**src/rtl/bitonic_pkg.sv**
```systemverilog
`default_nettype none
// +-----------------------------------------------------------------------+
// | bitonic_pkg                                                           |
// | Shared types and defaults for the bitonic sorter input loader.        |
// | Revision: 1.0                                                         |
// +-----------------------------------------------------------------------+
package bitonic_pkg;

   localparam int BITONIC_WIDTH = 32;
   localparam int BITONIC_DEPTH = 8;

   typedef logic [0:BITONIC_WIDTH-1] word_t;

   typedef enum logic {
      EMPTY = 1'b0,
      FULL  = 1'b1
   } bank_state_e;

   // All ones, so padded slots sort to the tail of an ascending sort.
   localparam word_t PAD_VALUE = '1;

endpackage
`default_nettype wire

```
**src/rtl/bitonic_loader_if.sv**
```systemverilog
`default_nettype none
// +-----------------------------------------------------------------------+
// | bitonic_loader_if                                                     |
// | Word-stream input and frame-output handshakes of the loader.          |
// | Optional: BITONIC_LOADER_PAD_EN adds in_last.                         |
// | Revision: 1.0                                                         |
// +-----------------------------------------------------------------------+
interface bitonic_loader_if
   import bitonic_pkg::*;
#(
   parameter int WIDTH = BITONIC_WIDTH,
   parameter int DEPTH = BITONIC_DEPTH
);

   logic             in_valid;
   logic             in_ready;
   logic [0:WIDTH-1] in_data;
`ifdef BITONIC_LOADER_PAD_EN
   logic             in_last;
`endif
   logic             frame_valid;
   logic             frame_ready;
   logic [0:WIDTH-1] frame_data [0:DEPTH-1];

`ifdef BITONIC_LOADER_PAD_EN
   modport master (
      output in_valid, in_data, in_last, frame_ready,
      input  in_ready, frame_valid, frame_data
   );
   modport slave (
      input  in_valid, in_data, in_last, frame_ready,
      output in_ready, frame_valid, frame_data
   );
`else
   modport master (
      output in_valid, in_data, frame_ready,
      input  in_ready, frame_valid, frame_data
   );
   modport slave (
      input  in_valid, in_data, frame_ready,
      output in_ready, frame_valid, frame_data
   );
`endif

endinterface
`default_nettype wire

```
**src/rtl/bitonic_load_bank.sv**
```systemverilog
`default_nettype none
// +-----------------------------------------------------------------------+
// | bitonic_load_bank                                                     |
// | One DEPTH x WIDTH frame register with indexed write, pad-fill of the  |
// | slots above the write index, and an EMPTY/FULL flag.                  |
// | Revision: 1.0                                                         |
// +-----------------------------------------------------------------------+
module bitonic_load_bank
   import bitonic_pkg::*;
#(
   parameter int WIDTH = BITONIC_WIDTH,
   parameter int DEPTH = BITONIC_DEPTH,
   parameter int IDX_W = $clog2(DEPTH)
)
(
   input  logic                        clk,
   input  logic                        rst,
   input  logic                        i_we,
   input  logic [IDX_W-1:0]            i_idx,
   input  logic [0:WIDTH-1]            i_data,
   input  logic                        i_pad,
   input  logic                        i_close,
   input  logic                        i_free,
   output logic                        o_full,
   output logic [0:DEPTH-1][0:WIDTH-1] o_data
);

   localparam logic [0:WIDTH-1] c_pad = '1;

   bank_state_e                 r_state;
   logic [0:DEPTH-1][0:WIDTH-1] r_mem;

   always_ff @(posedge clk or posedge rst) begin
      if (rst) begin
         r_state <= EMPTY;
         r_mem   <= '0;
      end else begin
         if (i_we) begin
            r_mem[i_idx] <= i_data;
         end
         if (i_pad) begin
            for (int j = 0; j < DEPTH; j++) begin
               if (j > int'(i_idx)) begin
                  r_mem[j] <= c_pad;
               end
            end
         end
         // Close and free never target the same bank in one cycle.
         if (i_close) begin
            r_state <= FULL;
         end else if (i_free) begin
            r_state <= EMPTY;
         end
      end
   end

   assign o_full = (r_state == FULL);
   assign o_data = r_mem;

endmodule
`default_nettype wire

```
**src/rtl/bitonic_loader.sv**
```systemverilog
`default_nettype none
// +-----------------------------------------------------------------------+
// | bitonic_loader                                                        |
// | Ping-pong frame assembler feeding the first bitonic sorting stage.    |
// | Optional: BITONIC_LOADER_PAD_EN enables in_last short-frame padding.  |
// | Revision: 1.0                                                         |
// +-----------------------------------------------------------------------+
module bitonic_loader
   import bitonic_pkg::*;
#(
   parameter int WIDTH = BITONIC_WIDTH,
   parameter int DEPTH = BITONIC_DEPTH
)
(
   input logic            clk,
   input logic            rst,
   bitonic_loader_if.slave bus
);

   localparam int               IDX_W      = $clog2(DEPTH);
   localparam logic [IDX_W-1:0] c_last_idx = IDX_W'(DEPTH - 1);

   logic                        r_wr_bank;
   logic                        r_rd_bank;
   logic [IDX_W-1:0]            r_wr_idx;

   logic [1:0]                  w_full;
   logic [0:DEPTH-1][0:WIDTH-1] w_bank_data [0:1];
   logic                        w_word_acc;
   logic                        w_frame_acc;
   logic                        w_pad;
   logic                        w_last;

`ifdef BITONIC_LOADER_PAD_EN
   assign w_pad = bus.in_last;
`else
   assign w_pad = 1'b0;
`endif

   assign w_last          = (r_wr_idx == c_last_idx) || w_pad;
   // in_ready depends only on registered bank state, never on frame_ready.
   assign bus.in_ready    = !w_full[r_wr_bank] && !rst;
   assign bus.frame_valid = w_full[r_rd_bank];
   assign w_word_acc      = bus.in_valid && bus.in_ready;
   assign w_frame_acc     = bus.frame_valid && bus.frame_ready;

   always_ff @(posedge clk or posedge rst) begin
      if (rst) begin
         r_wr_bank <= 1'b0;
         r_rd_bank <= 1'b0;
         r_wr_idx  <= '0;
      end else begin
         if (w_word_acc) begin
            if (w_last) begin
               r_wr_idx  <= '0;
               r_wr_bank <= ~r_wr_bank;
            end else begin
               r_wr_idx  <= r_wr_idx + 1'b1;
            end
         end
         if (w_frame_acc) begin
            r_rd_bank <= ~r_rd_bank;
         end
      end
   end

   for (genvar g = 0; g < 2; g++) begin : g_bank
      logic w_we;
      assign w_we = w_word_acc && (r_wr_bank == 1'(g));

      bitonic_load_bank #(
         .WIDTH (WIDTH),
         .DEPTH (DEPTH),
         .IDX_W (IDX_W)
      ) u_bank (
         .clk     (clk),
         .rst     (rst),
         .i_we    (w_we),
         .i_idx   (r_wr_idx),
         .i_data  (bus.in_data),
         .i_pad   (w_we && w_pad),
         .i_close (w_we && w_last),
         .i_free  (w_frame_acc && (r_rd_bank == 1'(g))),
         .o_full  (w_full[g]),
         .o_data  (w_bank_data[g])
      );
   end

   for (genvar k = 0; k < DEPTH; k++) begin : g_frame
      assign bus.frame_data[k] = w_bank_data[r_rd_bank][k];
   end

endmodule
`default_nettype wire
```
**src/flat_wrapper.sv**
```systemverilog
// flat-port wrapper written by rule: the top's interface ports become plain ports
module bitonic_loader_flat import bitonic_pkg::*;
#(
   parameter int WIDTH = BITONIC_WIDTH,
   parameter int DEPTH = BITONIC_DEPTH
)
  (clk, rst, bus_in_valid, bus_in_data, bus_frame_ready, bus_in_ready, bus_frame_valid, bus_frame_data);
  bitonic_loader_if #(.WIDTH(WIDTH), .DEPTH(DEPTH)) bus_i ();
  input logic clk;
  input logic rst;
  input wire logic [$bits(bus_i.in_valid)-1:0] bus_in_valid;
  input wire logic [$bits(bus_i.in_data)-1:0] bus_in_data;
  input wire logic [$bits(bus_i.frame_ready)-1:0] bus_frame_ready;
  output wire logic [$bits(bus_i.in_ready)-1:0] bus_in_ready;
  output wire logic [$bits(bus_i.frame_valid)-1:0] bus_frame_valid;
  output wire logic [$bits(bus_i.frame_data)-1:0] bus_frame_data;
  assign bus_i.in_valid = bus_in_valid;
  assign bus_i.in_data = bus_in_data;
  assign bus_i.frame_ready = bus_frame_ready;
  assign bus_in_ready = bus_i.in_ready;
  assign bus_frame_valid = bus_i.frame_valid;
  assign bus_frame_data = {>>{bus_i.frame_data}};
  bitonic_loader #(.WIDTH(WIDTH), .DEPTH(DEPTH)) u_core (.clk(clk), .rst(rst), .bus(bus_i));
endmodule
```
**config.mk**
```make
export PLATFORM = sky130hd
export DESIGN_NAME = bitonic_loader_flat
export DESIGN_NICKNAME = d
export VERILOG_FILES = /design/src/rtl/bitonic_pkg.sv /design/src/rtl/bitonic_loader_if.sv /design/src/rtl/bitonic_load_bank.sv /design/src/rtl/bitonic_loader.sv /design/src/flat_wrapper.sv
export SDC_FILE = /design/constraint.sdc
export NUM_CORES = 1
export LEC_CHECK = 0
export ABC_CLOCK_PERIOD_IN_PS = 23000
export CELL_PAD_IN_SITES_DETAIL_PLACEMENT = 1
export CELL_PAD_IN_SITES_GLOBAL_PLACEMENT = 1
export CORE_MARGIN = 4
export CORE_UTILIZATION = 46
export DETAILED_ROUTE_END_ITERATION = 12
export PLACE_DENSITY = 0.87
export SYNTH_ARGS = -nofsm -noshare
export SYNTH_HDL_FRONTEND = slang
export SYNTH_SLANG_ARGS = --single-unit
```
**constraint.sdc**
```tcl
create_clock -name clk -period 23 [get_ports clk]
set_input_delay 2.3 -clock clk [delete_from_list [all_inputs] [get_ports clk]]
set_output_delay 2.3 -clock clk [all_outputs]
set_load 0.01 [all_outputs]
```
After elaboration in Yosys (flattened, before gate mapping)
Cells that the tools add are included.
Widths: inputs -> output; s select.
{ "classes": {"n_addsub": 1, "magnitude_cmp": 5, "n_eq_ne": 1, "muxes": 16, "n_bitwise": 4, "n_reduce_logical": 15} }
{ "op_table": {"columns": ["cell", "count"], "rows": [
  ["$mux 256", 3],
  ["$bwmux 256", 2],
  ["$demux 32 s3", 1],
  ["$mux 32", 1],
  ["$logic_and 1x1->1", 10],
  ["$mux 1", 8],
  ["$ge 4x4->1 const B", 1],
  ["$lt 1x2->1 const B", 2],
  ["$lt 4x1->1 const B", 1],
  ["$not 3->4", 1],
  ["$reduce_bool 2->1", 2],
  ["$add 3x1->3 const B", 1],
  ["$eq 3x3->1 const B", 1],
  ["$mux 3", 1],
  ["$ge 2x2->1 const B", 1],
  ["$logic_not 1->1", 2],
  ["$not 1->1", 2],
  ["$not 1->2", 1],
  ["$reduce_and 2->1", 1]
]} }
{ "totals": {"register_bits": 519, "inputBits": 36, "output_inout_bits": 258} }

Depth between registers and ports, before layout
Gate-level depths: netlist of the first run.
{ "logic_depth": {"ltp_word": 8, "depth_mapped": 6, "ltp_nobuf": 4} }

Modules after synthesis
Synthesis of the first run repeated with hierarchy kept, for this count alone.
{ "hier_totals": {"hier_cells": 2529, "area_unflattened_um2": 25622.1} }
{ "modules_own_cells": {"columns": ["mod", "n_inst", "cells_per_inst", "area_each_um2", "seq_area_each_um2"], "rows": [
  ["bitonic_load_bank", 2, 1107, 10710.3, 6431.2],
  ["bitonic_loader", 1, 315, 4201.5, 125.1]
]} }

Least setup slack after synthesis of the first run
No wires, ideal clock.
{ "synth_timing": {"path_kind": "input -> register", "start": "input rst", "end": "register u_core.g_bank[0].u_bank.r_state", "setup_time_ns": 0.152, "t_arrival_ns": 14.455, "slack_ns": 8.393, "path_stages": 3, "path_buffers": 0, "path_cell_list": "inv_1 nand3b_1 o32ai_1"} }
{ "synth_between": {"elab_chain_len": 6, "elab_cells_between_ends": 7, "cone_classes": "mux: 1; reduce/logical: 6"} }
{ "synth_rtl": {"columns": ["item", "line", "source"], "rows": [
  ["start: declaration", "flat_wrapper.sv:10", "input logic rst;"],
  ["$logic_not 1->1 (no source line) (*)", null, null],
  ["$logic_and 1x1->1 (*)", "bitonic_loader.sv:42", "assign bus.in_ready = !w_full[r_wr_bank] && !rst;"],
  ["$logic_and 1x1->1 (*)", "bitonic_loader.sv:44", "assign w_word_acc = bus.in_valid && bus.in_ready;"],
  ["$logic_and 1x1->1 (*)", "bitonic_loader.sv:69", "assign w_we = w_word_acc && (r_wr_bank == 1'(g));"],
  ["$logic_and 1x1->1 (*)", "bitonic_loader.sv:82", ".i_close (w_we && w_last),"],
  ["$mux 1 or $reduce_bool 2->1 (tied branches)", null, null],
  ["end signal: assignment", "bitonic_load_bank.sv:35", "r_state <= EMPTY;"],
  ["end signal: assignment", "bitonic_load_bank.sv:50", "r_state <= FULL;"],
  ["end signal: assignment", "bitonic_load_bank.sv:52", "r_state <= EMPTY;"],
  ["end: declaration", "bitonic_load_bank.sv:30", "bank_state_e r_state;"]
]} }
Every way passes the cells marked *; elsewhere a longest branch is shown, timed or not.
A chain may end at the register's enable or synchronous reset.

Worst setup path after layout of the first run
{ "layout_timing": {"start": "register u_core.r_rd_bank", "end": "output bus_frame_data[119]"} }
{ "layout_between": {"elab_chain_len": 4} }
{ "layout_rtl": {"columns": ["item", "line", "source"], "rows": [
  ["start: declaration", "bitonic_loader.sv:24", "logic r_rd_bank;"],
  ["start signal: assignment", "bitonic_loader.sv:62", "r_rd_bank <= ~r_rd_bank;"],
  ["$not 1->2 (implied by the code)", "bitonic_loader.sv:90", "assign bus.frame_data[k] = w_bank_data[r_rd_bank][k];"],
  ["$mux 256 (3 in series)", null, null],
  ["end: declaration", "flat_wrapper.sv:16", "output wire logic [$bits(bus_i.frame_data)-1:0] bus_frame_data;"]
]} }
No other way between the ends. The select of a mux whose other input is x is not followed.

==> results of run 1 <==
## registers in the layout, indices dropped and copies added (netlist names)
name / cells
u_core.g_bank.u_bank.o_data: 512
u_core.r_wr_idx: 3
u_core.g_bank.u_bank.o_full: 2
u_core.r_rd_bank: 1
u_core.r_wr_bank: 1
## per-layer routing
layer | vias up | wire, um
met1 | 7110 | 27320
met2 | 296 | 32080
li1 | 5726 | -
met5 | - | 11
met3 | 75 | 2697
met4 | 2 | 1176
## cell usage in the layout (no fill, tap or decap), types with 2 or more instances in the layout
| cell type | instances |
|---|---|
| o21ai_0 | 2 |
| clkinvlp_4 | 5 |
| bufinv_16 | 4 |
| nand3_2 | 2 |
| nor2b_1 | 2 |
| nor2_1 | 4 |
| dfrtp_1 | 518 |
| inv_1 | 2 |
| clkinv_2 | 10 |
| nor4b_1 | 3 |
| clkbuf_1 | 12 |
| mux2_1 | 3 |
| nand3b_1 | 2 |
| clkdlybuf4s50_1 | 293 |
| mux2_2 | 769 |
| clkbuf_16 | 57 |
| buf_4 | 20 |
| nand2_2 | 10 |
| clkbuf_8 | 9 |
| ha_1 | 2 |
| nand2_1 | 4 |
## report_power, final
| group | internal (W) | switching [W] | leakage [nW] |
|---|---|---|---|
| registers | 0.00130 | 0.000231 | 6.74 |
| logic | 0.000976 | 0.000655 | 5.29 |
| clock network | 0.000525 | 0.000365 | 0.882 |
| total | 0.00280 | 0.00125 | 12.9 |
## final timing paths
kind	from	endpoint	slack, ns	depth (start not counted)
max	u_core.r_rd_bank$_DFFE_PP0P_	bus_frame_data[119]	16.41	4
min	u_core.g_bank[1].u_bank.o_data[157]$_DFFE_PP0P_	u_core.g_bank[1].u_bank.o_data[157]$_DFFE_PP0P_	0.49	1
max reg2reg	u_core.r_wr_idx[2]$_DFFE_PP0N_	u_core.g_bank[0].u_bank.o_data[137]$_DFFE_PP0P_	19.97	4
min reg2reg	u_core.g_bank[1].u_bank.o_data[157]$_DFFE_PP0P_	u_core.g_bank[1].u_bank.o_data[157]$_DFFE_PP0P_	0.49	1
max in group asynchronous	rst	u_core.g_bank[0].u_bank.o_data[110]$_DFFE_PP0P_	17.92	4
min in group asynchronous	rst	u_core.g_bank[0].u_bank.o_data[243]$_DFFE_PP0P_	2.72	2
## cell type report
cell class | instances | share of cell area
Tap cell | 615 | 0.02774
Clock buffer | 78 | 0.05752
Multi-Input combinational cell | 818 | 0.3267
Sequential cell | 519 | 0.4684
Inverter | 3 | 0.0006767
Timing Repair Buffer | 313 | 0.1112
Clock inverter | 20 | 0.007804
## worst max-delay path: stages (launching register included)
cell and delay, ns:
dfrtp_4 0.88, buf_4 0.78, buf_4 0.99, mux2_2 0.47
clkdlybuf4s50_1 0.50
## through the flow
step / setup WS, ns / std cells / instance area, um^2 / hold WS, ns
2_1_floorplan: 6.171 / 1453 / 22540 / 0.4522
3_3_place_gp: 16.93 / 2268 / 25920 / 0.4639
3_5_place_dp: 16.92 / 2268 / 25920 / 0.4819
4_1_cts: 16.29 / 2366 / 27740 / 0.4982
5_1_grt: 16.16 / 2366 / 27740 / 0.5085
6_report: 16.41 / 2366 / 27740 / 0.4941
## kinds of logic after synthesis
family | Yosys count | synth area share
multiplexers | 772 | 0.3857
flip-flops | 519 | 0.5762
buffers and inverters | 116 | 0.02381
AND/OR/NAND/NOR | 38 | 0.01144
AO/OA/AOI/OAI | 6 | 0.001721
adder cells (fa/ha/maj) | 2 | 0.001110
==> impl_results.md, run 1 <==
* Synth Cell Area at 22,540 um^2
* Fraction of layout cells with a size suffix above 1 at 0.5106
* Global route total overflow at 0
* EDFF count, synth at 0
* Yosys top cell by area: dfrtp_1
* Crit path kind: reg -> out
* TritonCTS Sinks at 519
* Worst Setup End Kind: output port
* Main area contributors after synthesis: dfrtp_1 (58%), mux2_2 (38%), buf_2 (1.4%)
* H-Tree Depth at 2
* Period Utilization, post-route at 0.2866
* Inserted Diodes at 0
* Syn nets at about 1,500
* Synth Warn # at 0
* Seq cells post-synth at 519
* First-pass GRT wire length at 96,790 um
* Pins over their slew limit at 0
* Busiest metal layer after global routing: met2
* NumNets Final at 1,747
* Total CTS buffers at 54
* CP Launch Type: flip-flop
* Top-count cell post-synth: mux2_2
* Fin util at 0.5773
* Initial antenna violation count at 1
* Crit path DAT at 4.29 ns
* Iteration count of the initial detailed-routing pass at 4
* Final setup violation count at 0
* Routed Wire Length at 63,290 um
* CP Data Required Time at 20.70 ns
* Clk buf depth at 3
* Most instantiated cells after synthesis: mux2_2 (769), dfrtp_1 (519), buf_2 (63), clkbuf_1 (40), nand2_1 (14)
* Vias/cell at 5.583
* Largest net degree at the start of global routing at between 150 and 200
* Max rail drop VDD at roughly 0.077 mV
* FF/Latch Area at 12,990 um^2
* Final GP Congestion at 0.7455
* HP Class: reg -> reg
* Hold Buf Count CTS at 0
* Port Buffers at between 200 and 300
* Root Buffer Master: clkbuf_16
* Outcome: finished, final reports clean
* Hold Vio Cnt, Final at 0
* Die Ht at 229.4 um
* Antenna viol nets, final at 0
* Main synth FF type: dfrtp_1
* Vias at 13,210
* Post-DP HPWL at 37,790 um
* Num ports at between 200 and 300
* Die Wd at 229.4 um
* Core area at roughly 48,000 um^2
* Filler Cell Count at 4,485
* CTS tree: done
* Worst slew margin at 0.1936
* Worst-path maximum fanout at just over 80
* Fmax at 151.7 MHz
* Fraction of registers with async set or reset after synthesis at 1.000
* Tot Pwr at 0.004051 W
* Worst-Skew Late Latency at 0.61 ns
* Library cells used by synthesis at 31
* Gate Count Post-Synth at 1,453
* Die area at ~53,000 um^2
* Pleak at 12.91 nW
* Grt met3 use at 0.04573
* Synth top area share at 0.5762
* CTS resizes at 0
* Number of global-route vias before repair at ~15,000
* Synth-to-Final Area Change at 23.05%
* Postcts setup bufs at 0
* RSZ-0062 raised after global routing: false
* PwrDens at about 150 nW/um^2
* Worst Tran Pin Value at 1.205 ns
* Seq/Total Area, Yosys at 0.5762
* Min cycle time layout at approximately 6.6 ns
* Rows at 80
* Routing usage on met2 at 0.4107
* Initial DRC Count at 655
* Worst Skew at between 0.015 and 0.02 ns
* Max-cap viol count at 0
* Mean post-synth cell area at about 16 um^2
* Final setup TNS at 0 ns
* Clock transition at the registers of the reported paths at about 0.06 ns
* All-Layer GR Usage at 0.2384
* Met1 Use GR at 0.3135
* DRC violations left at 0
* Area occupied by multi-input gates at 9061 um^2
* Per-cell routed wire length at 26.75 um
* Initial core utilization at 0.4691
(Power assumes the default switching activity.)
==> run 2: changes to the inputs <==
--- a/config.mk
+++ b/config.mk
@@ -5,13 +5,13 @@
 export SDC_FILE = /design/constraint.sdc
 export NUM_CORES = 1
 export LEC_CHECK = 0
-export ABC_CLOCK_PERIOD_IN_PS = 23000
+export ABC_CLOCK_PERIOD_IN_PS = 5310
 export CELL_PAD_IN_SITES_DETAIL_PLACEMENT = 1
 export CELL_PAD_IN_SITES_GLOBAL_PLACEMENT = 1
 export CORE_MARGIN = 4
-export CORE_UTILIZATION = 46
+export CORE_UTILIZATION = 42
 export DETAILED_ROUTE_END_ITERATION = 12
-export PLACE_DENSITY = 0.87
+export PLACE_DENSITY = 0.84
 export SYNTH_ARGS = -nofsm -noshare
 export SYNTH_HDL_FRONTEND = slang
 export SYNTH_SLANG_ARGS = --single-unit
==> constraint.sdc (replaced) <==
create_clock -name clk -period 5.31 [get_ports clk]
set_input_delay 0.531 -clock clk [delete_from_list [all_inputs] [get_ports clk]]
set_output_delay 0.531 -clock clk [all_outputs]
set_load 0.01 [all_outputs]
==> run 2 against run 1 <==
Global-route usage fell by 2.4 points. Die area rose by 9.2%. Clock skew barely moved. Register-to-register slack got worse by 17 ns. First-iteration DRC count fell by 15%. Power rose to 4.4 times the previous value. Final cell count rose by 3.4%. Sequential cell count did not move. Largest power group unchanged.
==> impl_results.md, run 2 (synthesis results as in run 1) <==
* Pins over their slew limit at 0 (unchanged)
* Clk buf depth at 3 (unchanged)
* Postcts setup bufs at 0 (unchanged)
* Worst slew margin at 0.1997 (was 0.1936)
* CTS resizes at 0 (unchanged)
* Dpl ws at 1.932 ns (was 16.92 ns)
* Outcome: finished, final reports clean (unchanged)
* All-Layer GR Usage at 0.2146 (was 0.2384)
* TritonCTS Sinks at 519 (unchanged)
* Clock transition at the registers of the reported paths at 0.06 ns (about the same)
* Max rail drop VDD at 0.2964 mV (was 0.07735 mV)
* Port Buffers at 293 (unchanged)
* Final WS setup at 1.611 ns (was 16.41 ns)
* Slowest stage cell, crit path: dfrtp_4 (was buf_4)
* Final GP Congestion at 0.7421 (was 0.7455)
* Worst Skew at 0.01565 ns (was 0.01566 ns)
* Per-cell routed wire length at 25.49 um (was 26.75 um)
* CTS tree: done (unchanged)
* Tot Pwr at 0.01763 W (was 0.004051 W)
* Crit path kind: reg -> out (unchanged)
* CP Launch Type: flip-flop (unchanged)
* Min-Delay Startpoint: u_core.g_bank[1].u_bank.o_data[154]$_DFFE_PP0P_ (was u_core.g_bank[1].u_bank.o_data[157]$_DFFE_PP0P_)
* Worst-path maximum fanout at 66 (was 82)
* Filler Cell Count at 4,968 (was 4,485)
* Fmax at 270.3 MHz
* Period Utilization, post-route at 0.6967
* Die Ht at 239.7 um (was 229.4 um)
* Placed cells at 2,346 (was 2,268)
* Initial antenna violation count at 2 (was 1)
* CP Data Required Time at 4.78 ns (was 20.70 ns)
* First-pass GRT wire length at 94,260 um (was 96,790 um)
* NumNets Final at 1,754 (was 1,747)
* Rows at 84 (was 80)
* HP Class: reg -> reg (unchanged)
* Routed Wire Length at 62,340 um (was 63,290 um)
* Hold Buf Count CTS at 0 (unchanged)
* Min cycle time layout at 3.699 ns
* Final setup violation count at 0 (unchanged)
* Vias at 13,120 (was 13,210)
* Leading cell types in the layout, fill and taps excluded: mux2_2 (769), dfrtp_1 (518), clkdlybuf4s50_1 (293) (unchanged)
* Crit path DAT at 3.17 ns (was 4.29 ns)
* Worst path cell trace: buf_4 -> mux2_2 -> clkdlybuf4s50_1 (was buf_4 -> buf_4 -> mux2_2 -> clkdlybuf4s50_1)
* Hold Vio Cnt, Final at 0 (unchanged)
* Max-cap viol count at 0 (unchanged)
* Worst Tran Pin Value at 1.196 ns (was 1.205 ns)
* Worst Setup End Kind: output port (unchanged)
* Crit path launch: u_core.r_rd_bank$_DFFE_PP0P_ (unchanged)
* Initial DRC Count at 557 (was 655)
* Initial core utilization at 0.4263 (was 0.4691)
* Largest net degree at the start of global routing at 98 (was 159)
* Post-DP HPWL at 38,840 um (was 37,790 um)
* Number of global-route vias before repair at 14,970 (was 15,220)
* Antenna viol nets, final at 0 (unchanged)
* RSZ-0062 raised after global routing: false (unchanged)
* Pleak at 13.01 nW (was 12.91 nW)
* PwrDens at 629.0 nW/um^2 (was 146.1 nW/um^2)
* FF/Latch Area at 12,990 um^2 (unchanged)
* Worst-Skew Late Latency at 0.60 ns (was 0.61 ns)
* Area occupied by multi-input gates at 9061 um^2 (unchanged)
* RR Startpoint: u_core.r_wr_idx[0]$_DFFE_PP0N_ (was u_core.r_wr_idx[2]$_DFFE_PP0N_)
* Die area at 57,430 um^2 (was 52,600 um^2)
* Iteration count of the initial detailed-routing pass at 4 (unchanged)
* Slowest stage delay, CP at 1.07 ns (was 0.99 ns)
* Root Buffer Master: clkbuf_16 (unchanged)
* Die Wd at 239.7 um (was 229.4 um)
* Commonest non-fill, non-tap cell in the layout: mux2_2 (unchanged)
* Num ports at 294 (unchanged)
* Total CTS buffers at 56 (was 54)
* Global route total overflow at 0 (unchanged)
* Largest register FFs at 512 (unchanged)
* Final cell count without fillers at 2,446 (was 2,366)
* DRC violations left at 0 (unchanged)
* Core area at 52,870 um^2 (was 48,050 um^2)
* Fraction of layout cells with a size suffix above 1 at 0.5139 (was 0.5106)
* H-Tree Depth at 2 (unchanged)
* Synth-to-Final Area Change at 24.38% (was 23.05%)
* Vias/cell at 5.365 (was 5.583)
[run 2: worst max-delay path: cells and delay by family, from the launching register on]
family,cells,cell delay (ns)
buffers and inverters,2,1.08
multiplexers,1,0.40
flip-flops,1,1.07
[run 2: final cells by class]
class                      count  share of cell area
clock inverter                23             0.01018
timing repair buffer         318              0.1144
inverter                       3           0.0005356
multi-input combinational    818              0.3232
tap                          688             0.03071
antenna                        1          0.00008927
clock buffer                  76             0.05740
sequential                   519              0.4634
[run 2: path summary, 6_finish.rpt]
kind	end	slack, ns	cells past startpoint
worst min register to register	u_core.g_bank[1].u_bank.o_data[154]$_DFFE_PP0P_	0.49	1
min in group asynchronous	u_core.g_bank[1].u_bank.o_data[27]$_DFFE_PP0P_	0.86	2
worst max-delay path	bus_frame_data[82]	1.61	3
worst min-delay path	u_core.g_bank[1].u_bank.o_data[154]$_DFFE_PP0P_	0.49	1
max in group asynchronous	u_core.g_bank[1].u_bank.o_data[215]$_DFFE_PP0P_	3.35	3
worst max register to register	u_core.g_bank[1].u_bank.o_data[106]$_DFFE_PP0P_	2.63	3
[run 2: through the flow]
step / hold slack [ns] / util / TNS, ns / area [um^2]
after global routing: 0.5109 / 0.5302 / 0 / 28030
after detailed placement: 0.4873 / 0.4944 / 0 / 26140
after global placement: 0.4633 / 0.4944 / 0 / 26140
final: 0.4905 / 0.5303 / 0 / 28030
after floorplan: 0.4522 / - / -1199.24 / 22540
after CTS: 0.4970 / 0.5302 / 0 / 28030
[run 2: metal layers]
layer | global-route usage | vias up | wire length [um]
li1 | - | 5744 | -
met4 | 0.04591 | 0 | 1177
met5 | 0 | - | 0
met1 | 0.2793 | 7039 | 26570
met2 | 0.3678 | 266 | 31170
met3 | 0.05135 | 75 | 3416
[run 2: power by group]
group          switching [W]  internal [W]  total (W)
Clock                0.00160       0.00240    0.00400
Sequential          0.000986       0.00562    0.00661
Combinational        0.00278       0.00424    0.00702
Total                0.00536        0.0123     0.0176
